### config.mk
export PLATFORM = sky130hd
export DESIGN_NAME = multicycle_ctrl_fsm
export DESIGN_NICKNAME = d
export VERILOG_FILES = /design/src/rtl/riscv_ctrl_pkg.sv /design/src/rtl/ctrl_out_decoder.sv /design/src/rtl/multicycle_ctrl_fsm.sv
export SDC_FILE = /design/constraint.sdc
export NUM_CORES = 1
export LEC_CHECK = 0
export BUFFER_PORTS_ARGS = -buffer_cell sky130_fd_sc_hd__buf_2
export CORE_AREA = 2 2 43 45
export CTS_CLUSTER_SIZE = 40
export DETAILED_ROUTE_END_ITERATION = 8
export DIE_AREA = 0 0 45 47
export GPL_ROUTABILITY_DRIVEN = 0
export PLACE_DENSITY = 0.7
export SETUP_SLACK_MARGIN = 0.15
export SKIP_CTS_REPAIR_TIMING = 1
export SLEW_MARGIN = 0
export SYNTH_ARGS = -nofsm -noshare
export SYNTH_HDL_FRONTEND = slang
export SYNTH_SLANG_ARGS = --single-unit
### constraint.sdc
create_clock -name i_Clk -period 1.95 [get_ports i_Clk]
set_input_delay 0.39 -clock i_Clk [delete_from_list [all_inputs] [get_ports i_Clk]]
set_output_delay 0.39 -clock i_Clk [all_outputs]
set_load 0.005 [all_outputs]
### src/rtl/riscv_ctrl_pkg.sv
// Shared control encodings for the multicycle RISC-V datapath.
// The FSM and the datapath muxes both use these constants, so a
// select value always means the same thing on both sides.
package riscv_ctrl_pkg;

    // FSM state encodings
    localparam logic [3:0] S_IDLE     = 4'd0;
    localparam logic [3:0] S_FETCH    = 4'd1;
    localparam logic [3:0] S_DECODE   = 4'd2;
    localparam logic [3:0] S_MEMADR   = 4'd3;
    localparam logic [3:0] S_MEMREAD  = 4'd4;
    localparam logic [3:0] S_MEMWB    = 4'd5;
    localparam logic [3:0] S_MEMWRITE = 4'd6;
    localparam logic [3:0] S_EXECR    = 4'd7;
    localparam logic [3:0] S_EXECI    = 4'd8;
    localparam logic [3:0] S_ALUWB    = 4'd9;
    localparam logic [3:0] S_JAL      = 4'd10;
    localparam logic [3:0] S_BRANCH   = 4'd11;
    localparam logic [3:0] S_TRAP     = 4'd12;

    // Supported opcodes (instr[6:0])
    localparam logic [6:0] OP_LW     = 7'b0000011;
    localparam logic [6:0] OP_SW     = 7'b0100011;
    localparam logic [6:0] OP_RTYPE  = 7'b0110011;
    localparam logic [6:0] OP_ITYPE  = 7'b0010011;
    localparam logic [6:0] OP_JAL    = 7'b1101111;
    localparam logic [6:0] OP_BRANCH = 7'b1100011;

    // Memory address mux
    localparam logic       ADR_PC     = 1'b0;
    localparam logic       ADR_RESULT = 1'b1;

    // Result mux
    localparam logic [1:0] RES_ALUOUT    = 2'b00;
    localparam logic [1:0] RES_MEMDATA   = 2'b01;
    localparam logic [1:0] RES_ALURESULT = 2'b10;

    // ALU operand A mux
    localparam logic [1:0] SRCA_PC    = 2'b00;
    localparam logic [1:0] SRCA_OLDPC = 2'b01;
    localparam logic [1:0] SRCA_REGA  = 2'b10;

    // ALU operand B mux
    localparam logic [1:0] SRCB_REGB = 2'b00;
    localparam logic [1:0] SRCB_IMM  = 2'b01;
    localparam logic [1:0] SRCB_FOUR = 2'b10;

    // ALU operation class
    localparam logic [1:0] ALUOP_ADD   = 2'b00;
    localparam logic [1:0] ALUOP_SUB   = 2'b01;
    localparam logic [1:0] ALUOP_FUNCT = 2'b10;

    // Full set of datapath controls driven every cycle
    typedef struct packed {
        logic       pc_write;
        logic       adr_src;
        logic       mem_read;
        logic       mem_write;
        logic       ir_write;
        logic       reg_write;
        logic [1:0] result_src;
        logic [1:0] alu_src_a;
        logic [1:0] alu_src_b;
        logic [1:0] alu_op;
    } ctrl_t;

    // beq takes the branch on equal (zero), bne on not-equal
    function automatic logic branch_taken(input logic zero, input logic is_bne);
        return zero ^ is_bne;
    endfunction

endpackage

### src/rtl/ctrl_out_decoder.sv
// Combinational state -> control-output table for the multicycle FSM.
// Only the FETCH enables and the BRANCH PC enable look at live inputs;
// everything else is a pure function of the current state.
module ctrl_out_decoder
    import riscv_ctrl_pkg::*;
(
    input  logic [3:0] state_i,
    input  logic       mem_ready_i,
    input  logic       zero_i,
    input  logic       is_bne_i,
    output ctrl_t      ctrl_o
);

    // Decode the control word for the current state; unlisted fields stay 0
    always_comb begin
        ctrl_o = '0;
        case (state_i)
            S_FETCH: begin
                ctrl_o.adr_src    = ADR_PC;
                ctrl_o.mem_read   = 1'b1;
                ctrl_o.alu_src_a  = SRCA_PC;
                ctrl_o.alu_src_b  = SRCB_FOUR;
                ctrl_o.alu_op     = ALUOP_ADD;
                ctrl_o.result_src = RES_ALURESULT;
                // IR and PC only capture once the fetched word is valid
                ctrl_o.ir_write   = mem_ready_i;
                ctrl_o.pc_write   = mem_ready_i;
            end
            S_DECODE: begin
                // Precompute OldPC + imm as the branch target
                ctrl_o.alu_src_a = SRCA_OLDPC;
                ctrl_o.alu_src_b = SRCB_IMM;
                ctrl_o.alu_op    = ALUOP_ADD;
            end
            S_MEMADR: begin
                ctrl_o.alu_src_a = SRCA_REGA;
                ctrl_o.alu_src_b = SRCB_IMM;
                ctrl_o.alu_op    = ALUOP_ADD;
            end
            S_MEMREAD: begin
                ctrl_o.adr_src    = ADR_RESULT;
                ctrl_o.result_src = RES_ALUOUT;
                ctrl_o.mem_read   = 1'b1;
            end
            S_MEMWRITE: begin
                // Strobe held for the whole access, including wait cycles
                ctrl_o.adr_src    = ADR_RESULT;
                ctrl_o.result_src = RES_ALUOUT;
                ctrl_o.mem_write  = 1'b1;
            end
            S_MEMWB: begin
                ctrl_o.result_src = RES_MEMDATA;
                ctrl_o.reg_write  = 1'b1;
            end
            S_EXECR: begin
                ctrl_o.alu_src_a = SRCA_REGA;
                ctrl_o.alu_src_b = SRCB_REGB;
                ctrl_o.alu_op    = ALUOP_FUNCT;
            end
            S_EXECI: begin
                ctrl_o.alu_src_a = SRCA_REGA;
                ctrl_o.alu_src_b = SRCB_IMM;
                ctrl_o.alu_op    = ALUOP_FUNCT;
            end
            S_ALUWB: begin
                ctrl_o.result_src = RES_ALUOUT;
                ctrl_o.reg_write  = 1'b1;
            end
            S_JAL: begin
                // PC <= branch target held in ALUOut, ALU forms OldPC + 4 for rd
                ctrl_o.alu_src_a  = SRCA_OLDPC;
                ctrl_o.alu_src_b  = SRCB_FOUR;
                ctrl_o.alu_op     = ALUOP_ADD;
                ctrl_o.result_src = RES_ALUOUT;
                ctrl_o.pc_write   = 1'b1;
            end
            S_BRANCH: begin
                ctrl_o.alu_src_a  = SRCA_REGA;
                ctrl_o.alu_src_b  = SRCB_REGB;
                ctrl_o.alu_op     = ALUOP_SUB;
                ctrl_o.result_src = RES_ALUOUT;
                ctrl_o.pc_write   = branch_taken(zero_i, is_bne_i);
            end
            default: ctrl_o = '0;   // IDLE, TRAP and unused codes drive nothing
        endcase
    end

endmodule

### src/rtl/multicycle_ctrl_fsm.sv
// Main control FSM for the multicycle RISC-V datapath. Holds the state
// register, next-state logic and the sticky illegal-opcode flag; the
// output table lives in ctrl_out_decoder.
module multicycle_ctrl_fsm
    import riscv_ctrl_pkg::*;
(
    input  logic       i_Clk,
    input  logic       i_Rst,
    input  logic [6:0] i_Opcode,
    input  logic [2:0] i_Funct3,
    input  logic       i_Zero,
    input  logic       i_MemReady,
    output logic       o_PCWrite,
    output logic       o_AdrSrc,
    output logic       o_MemRead,
    output logic       o_MemWrite,
    output logic       o_IRWrite,
    output logic       o_RegWrite,
    output logic [1:0] o_ResultSrc,
    output logic [1:0] o_ALUSrcA,
    output logic [1:0] o_ALUSrcB,
    output logic [1:0] o_ALUOp,
    output logic       o_Illegal
);

    logic [3:0] state_q;
    logic [3:0] state_d;
    logic       illegal_q;
    ctrl_t      ctrl;

    // Only funct3[0] matters here (beq/bne); the rest belongs to the ALU decoder
    logic       funct3_unused;
    assign funct3_unused = ^i_Funct3[2:1];

    // Next-state selection; unknown opcodes fall into the default and trap
    always_comb begin
        state_d = state_q;
        case (state_q)
            S_IDLE:  state_d = S_FETCH;
            S_FETCH: state_d = i_MemReady ? S_DECODE : S_FETCH;
            S_DECODE: begin
                case (i_Opcode)
                    OP_LW, OP_SW: state_d = S_MEMADR;
                    OP_RTYPE:     state_d = S_EXECR;
                    OP_ITYPE:     state_d = S_EXECI;
                    OP_JAL:       state_d = S_JAL;
                    OP_BRANCH:    state_d = S_BRANCH;
                    default:      state_d = S_TRAP;
                endcase
            end
            S_MEMADR: begin
                // IR is frozen since FETCH, so the opcode still selects load/store
                case (i_Opcode)
                    OP_LW:   state_d = S_MEMREAD;
                    OP_SW:   state_d = S_MEMWRITE;
                    default: state_d = S_TRAP;
                endcase
            end
            S_MEMREAD:  state_d = i_MemReady ? S_MEMWB : S_MEMREAD;
            S_MEMWRITE: state_d = i_MemReady ? S_FETCH : S_MEMWRITE;
            S_MEMWB:    state_d = S_FETCH;
            S_EXECR:    state_d = S_ALUWB;
            S_EXECI:    state_d = S_ALUWB;
            S_ALUWB:    state_d = S_FETCH;
            S_JAL:      state_d = S_ALUWB;
            S_BRANCH:   state_d = S_FETCH;
            S_TRAP:     state_d = S_TRAP;
            default:    state_d = S_IDLE;
        endcase
    end

    // State register and sticky illegal flag; reset wins over everything
    always_ff @(posedge i_Clk) begin
        if (i_Rst) begin
            state_q   <= S_IDLE;
            illegal_q <= 1'b0;
        end else begin
            state_q <= state_d;
            if (state_d == S_TRAP) begin
                illegal_q <= 1'b1;
            end
        end
    end

    ctrl_out_decoder u_out_dec (
        .state_i     (state_q),
        .mem_ready_i (i_MemReady),
        .zero_i      (i_Zero),
        .is_bne_i    (i_Funct3[0]),
        .ctrl_o      (ctrl)
    );

    assign o_PCWrite   = ctrl.pc_write;
    assign o_AdrSrc    = ctrl.adr_src;
    assign o_MemRead   = ctrl.mem_read;
    assign o_MemWrite  = ctrl.mem_write;
    assign o_IRWrite   = ctrl.ir_write;
    assign o_RegWrite  = ctrl.reg_write;
    assign o_ResultSrc = ctrl.result_src;
    assign o_ALUSrcA   = ctrl.alu_src_a;
    assign o_ALUSrcB   = ctrl.alu_src_b;
    assign o_ALUOp     = ctrl.alu_op;
    assign o_Illegal   = illegal_q;

endmodule
# [Yosys cells after proc, flatten, opt, wreduce, memory -nomap -nowiden]
# Cells that the tools add are included.
[totals] register_bits=5 output_inout_bits=15 wordCells=43
[classes] n_eq_ne=19 n_mux=14 bitwise=1 n_reduce_logical=7
[ops] cell="$pmux W6 S7" n=1
[ops] cell="$pmux W4 S8" n=1
[ops] cell="$eq A4 B4 Y1 const B" n=6
[ops] cell="$pmux W4 S5" n=1
[ops] cell="$eq A4 B3 Y1 const B" n=4
[ops] cell="$eq A7 B6 Y1 const B" n=2
[ops] cell="$eq A7 B7 Y1 const B" n=2
[ops] cell="$eq A4 B2 Y1 const B" n=2
[ops] cell="$pmux W4 S2" n=1
[ops] cell="$reduce_or A2 Y1" n=4
[ops] cell="$eq A7 B2 Y1 const B" n=1
[ops] cell="$eq A7 B5 Y1 const B" n=1
[ops] cell="$mux W1" n=6
[ops] cell="$eq A4 B1 Y1 const B" n=1
[ops] cell="$logic_not A4 Y1" n=1
[ops] cell="$pmux W2 S2" n=1
[ops] cell="$reduce_or A4 Y1" n=1
[ops] cell="$mux W3" n=1
[ops] cell="$pmux W1 S3" n=1
[ops] cell="$reduce_or A3 Y1" n=1
[ops] cell="$mux W2" n=1
[ops] cell="$xor A1 B1 Y1" n=1

# [Depth between registers and ports, before layout]
[logic_depth] word_depth=5 mapped_depth=6 ltp_nobuf=5

# [By module]
# Synthesis repeated with hierarchy kept, for this count alone.
[unflattened] cells_unflattened=86 area_unflattened_um2=623.1
[modules_own_cells] module="multicycle_ctrl_fsm" n_inst=1 cells_each=52 area_per_inst_um2=401.6 seq_area_each_um2=100.1
[modules_own_cells] module="ctrl_out_decoder" n_inst=1 cells_each=34 area_per_inst_um2=221.5 seq_area_each_um2=0.0

# [Worst setup path before layout]
# OpenSTA, ideal clock, no wires.
[synth_path] path_type="input to register" start="in i_Opcode[3]" end="reg illegal_q (netlist: o_Illegal)" setup_ps=127 arrival_time_ps=1453 path_slack_ps=370 cell_stages=5 path_buffers=0 path_cell_list="or3_2 > nor4_1 > o32a_2 > a211o_1 > o32ai_2"
[synth_via] elab_chain_len=5
[synth_rtl] element="start: declaration" line_no="multicycle_ctrl_fsm.sv:9" rtl="input logic [6:0] i_Opcode,"
[synth_rtl] element="$eq A7 B6 Y1 or $eq A7 B2 Y1 (tied branches)" line_no="multicycle_ctrl_fsm.sv:42, multicycle_ctrl_fsm.sv:53"
[synth_rtl] element="$reduce_or A2 Y1" line_no="multicycle_ctrl_fsm.sv:42" rtl="case (i_Opcode)"
[synth_rtl] element="$pmux W4 S5" line_no="multicycle_ctrl_fsm.sv:42"
[synth_rtl] element="$pmux W4 S8 (*)" line_no="multicycle_ctrl_fsm.sv:38" rtl="case (state_q)"
[synth_rtl] element="$eq A4 B4 Y1 (*)" line_no="multicycle_ctrl_fsm.sv:79" rtl="if (state_d == S_TRAP) begin"
[synth_rtl] element="end signal: assignment" line_no="multicycle_ctrl_fsm.sv:76" rtl="illegal_q <= 1'b0;"
[synth_rtl] element="end signal: assignment" line_no="multicycle_ctrl_fsm.sv:80" rtl="illegal_q <= 1'b1;"
[synth_rtl] element="end: declaration" line_no="multicycle_ctrl_fsm.sv:28" rtl="logic illegal_q;"
# Mark *: on every way between the ends. The rest lies on a longest branch, timed or not.
# A chain may end at the register's enable or synchronous reset.

# [Worst setup path after layout]
[layout_path] start="reg state_q[2]" end="out o_ALUOp[1]"
[layout_via] elab_chain_len=2
[layout_rtl] element="start: declaration" line_no="multicycle_ctrl_fsm.sv:26" rtl="logic [3:0] state_q;"
[layout_rtl] element="start signal: assignment" line_no="multicycle_ctrl_fsm.sv:78" rtl="state_q <= state_d;"
[layout_rtl] element="$eq A4 B4 Y1 (tied with other cells)" line_no="ctrl_out_decoder.sv:17" rtl="case (state_i)"
[layout_rtl] element="$pmux W6 S7 (*)" line_no="ctrl_out_decoder.sv:17"
[layout_rtl] element="end: declaration" line_no="multicycle_ctrl_fsm.sv:22" rtl="output logic [1:0] o_ALUOp,"
# Marked as above.

==> summary.md <==
| Metric | Value |
|---|---|
| Post-synth top area share | `between 10% and 20%` |
| DR vias | `roughly 730` |
| DP Cell Count | `137` |
| DIE AREA | `about 2100 µm²` |
| Top_reg_cell synth | `dfxtp_1` |
| Worst reg-to-reg path cell count | `6` |
| Post-synth EDFFs | `0` |
| Post-Route Utilization | `48.0%` |
| Post-Syn Area | `between 600 and 700 µm²` |
| Critical path origin | `state_q[2]` |
| Non-filler cells, final | `141` |
| Period minus WS final | `between 1.5 and 2 ns` |
| Register area share after synthesis | `between 15 and 20%` |
| H-Tree Level Count | `1` |
| DR DRC count | `0` |
| DRT Wirelength | `1460 µm` |
| Area grow syn2layout | `29.7%` |
| Yosys cell types | `31` |
| Vias in the first global route | `597` |
| Maxcap violations | `0` |
| Maximum clock rate | `between 500 and 600 MHz` |
| Initial Util | `between 30% and 40%` |
| Root buf cell | `clkbuf_4` |
| Number of routed nets with antenna violations | `0` |
| Grt total ovfl | `0` |
| Layout cells sized above 1 | `32.3%` |
| Initial DRC Count | `3` |
| Worst R2R Start | `state_q[0]` |
| DP Wirelength | `roughly 1200 µm` |
| CP max FO | `10` |
| Core ar. | `about 1700 µm²` |
| Reg-to-Reg End | `o_Illegal` |
| Largest area contributor in the netlist | `dfxtp_1` |
| FF+latch count, synth | `5` |
| Status | `completed` |
| Critical path, cell by cell | `buf_4, nand2b_1, nand2b_1, o21ai_0, buf_2` |
| Crit Path Class | `reg -> out` |
| P_int | `around 260 µW` |
| Placed inst area | `758 µm²` |
| Via-to-Cell Ratio | `5.16` |
| Slew margin rel. | `80.9%` |
| Most frequent cell after synthesis | `nor2_1` |
| Tcrit/Tclk final | `between 80 and 90%` |
| Mapped Cells | `97` |
| Tightest Pin Transition | `approximately 0.28 ns` |
| Worst hold path stage count | `2` |
| Crit path launch type | `flip-flop` |
| Net Sw Frac | `about a third` |
| Unrepaired setup endpoints after global routing | `yes` |
| Net count after synthesis | `111` |
| I/O pin cnt | `29` |
| Leakage | `~0.37 nW` |
| Critical path required time | `between 1.5 and 2 ns` |
| N_diodes | `0` |
| Initial antenna violation count | `0` |
| Worst setup EP type | `output pin` |
| Maximum vdd drop | `244 µV` |
| Total of warnings raised by yosys | `0` |
| CP Capture Point | `o_ALUOp[1]` |
| Final instance area | `roughly 790 µm²` |
| WL/cell | `just over 10 µm` |
| # setup viols final | `0` |
| Setup Skew | `roughly 0.0022 ns` |
| Sw Pwr | `132 µW` |
| Fillers | `between 150 and 200` |
| Post-synth top cells | `20 x nor2_1, 10 x nand2_1, 7 x a21oi_1` |
| # port buffers | `26` |
| Global Route Usage Sum | `between 10 and 15%` |
| Worst path arrival time | `between 1 and 1.5 ns` |
| Min-delay src | `i_Rst` |
| CTS tree | `built` |
| Die Ht | `~47 µm` |
| Fin nets | `about 140` |
| Hold Path Class | `in -> reg` |
| Clock sink total | `5` |
| Row cnt | `15` |
| Largest cells by area after synthesis | `dfxtp_1 16%, nor2_1 12%, nand2_1 6.1%` |
| Clock-pin slew on the worst setup and hold paths | `0.04 ns` |
| Slowest cell on crit path | `dfxtp_2` |
| Clock power frac | `29.8%` |
| Fin. Hold Viols | `0` |
| Pwr dens | `roughly 500 nW/µm²` |
| Longest Clk Path Bufs | `2` |
| First-pass GRT wire length | `~2500 µm` |
| Max stage delay on crit path | `0.42 ns` |
| DRT Pass-1 Iters | `4` |
| Seq pwr share | `32.4%` |
| Worst-Skew Late Latency | `between 0.2 and 0.25 ns` |
| Die X | `about 45 µm` |
| Synthesized area per cell | `~6.3 µm²` |
| Most frequent CP cell | `nand2b_1` |
| Reg2Reg Setup Slack | `approximately 0.37 ns` |
| Ys async rst share | `0%` |
| Setup tns final | `0 ns` |
| CTS buffer count | `3` |
| Combinational power share | `a little under two fifths` |
| Largest net degree at the start of global routing | `12` |
| Fin. max-slew vios | `0` |
-- worst min path at each step --
stage | to
final | o_Illegal
after global routing | o_Illegal
after CTS | o_Illegal
after detailed placement | o_Illegal
after global placement | o_Illegal
after floorplan | o_Illegal
-- power by group through the flow --
stage | logic, mW | registers, mW | clock network, mW
after CTS | 0.149 | 0.125 | 0.119
after detailed placement | 0.148 | 0.127 | 0
after floorplan | 0.105 | 0.113 | 0
after global placement | 0.146 | 0.126 | 0
final | 0.148 | 0.127 | 0.116
after global routing | 0.169 | 0.129 | 0.129
-- layout make-up --
cell class / count / area, µm² / area share [%]
Tap cell: 17 / 21.3 / 2.69
Sequential cell: 5 / 108 / 13.6
Timing Repair Buffer: 30 / 160 / 20.2
Inverter: 3 / 11.3 / 1.42
Clock buffer: 4 / 26.3 / 3.32
Multi-Input combinational cell: 82 / 465 / 58.8
-- logic make-up (layout without fill, tap and decap cells) --
group                     Yosys count  in the layout  synth area share, %
and+or+nand+nor                    57             57                 45.9
AOI/OAI and AO/OA                  21             21                 24.4
buffers and inverters              10             37                 7.38
DFF                                 5              5                 16.4
xor gates and xnor gates            3              3                 4.30
muxes                               1              1                 1.64
-- routing by layer --
layer | global-route usage (%) | vias up | part of all wire, %
met5 | 0 | - | 0
met1 | 20.2 | 301 | 49
li1 | - | 398 | -
met4 | 1.76 | 0 | 0
met3 | 1.15 | 0 | 7.7
met2 | 26.9 | 29 | 43
-- critical path, delay by kind of cell (launching register included) --
kind            cells  cell delay (ns)
compound gates      1             0.07
flops               1             0.42
simple gates        2             0.26
buf+inv             2             0.33
-- placed cells by master (no fill, tap or decap), types with 2 or more instances in the layout --
cell,instances
a211o_1,2
a21oi_1,7
buf_2,26
buf_4,4
clkbuf_4,3
dfxtp_2,3
inv_1,3
nand2_1,10
nand2b_1,6
nand3b_1,2
nor2_1,20
nor2b_1,6
nor3_1,5
nor4_1,3
o21ai_0,4
o21bai_1,2
xnor2_1,2
-- stage by stage --
step | setup slack [ns] | hold WS, ns | power, mW
floorplan | 0.370 | 0.462 | 0.218
global placement | 0.144 | 0.457 | 0.272
detailed placement | 0.130 | 0.464 | 0.275
CTS | 0.128 | 0.404 | 0.392
global route | 0.105 | 0.405 | 0.428
finish | 0.250 | 0.407 | 0.391
-- registers in the layout (all words and copies together) (netlist names) --
| register | flops |
|---|---|
| state_q | 4 |
| o_Illegal | 1 |
Power figures use the tool's default switching activity.
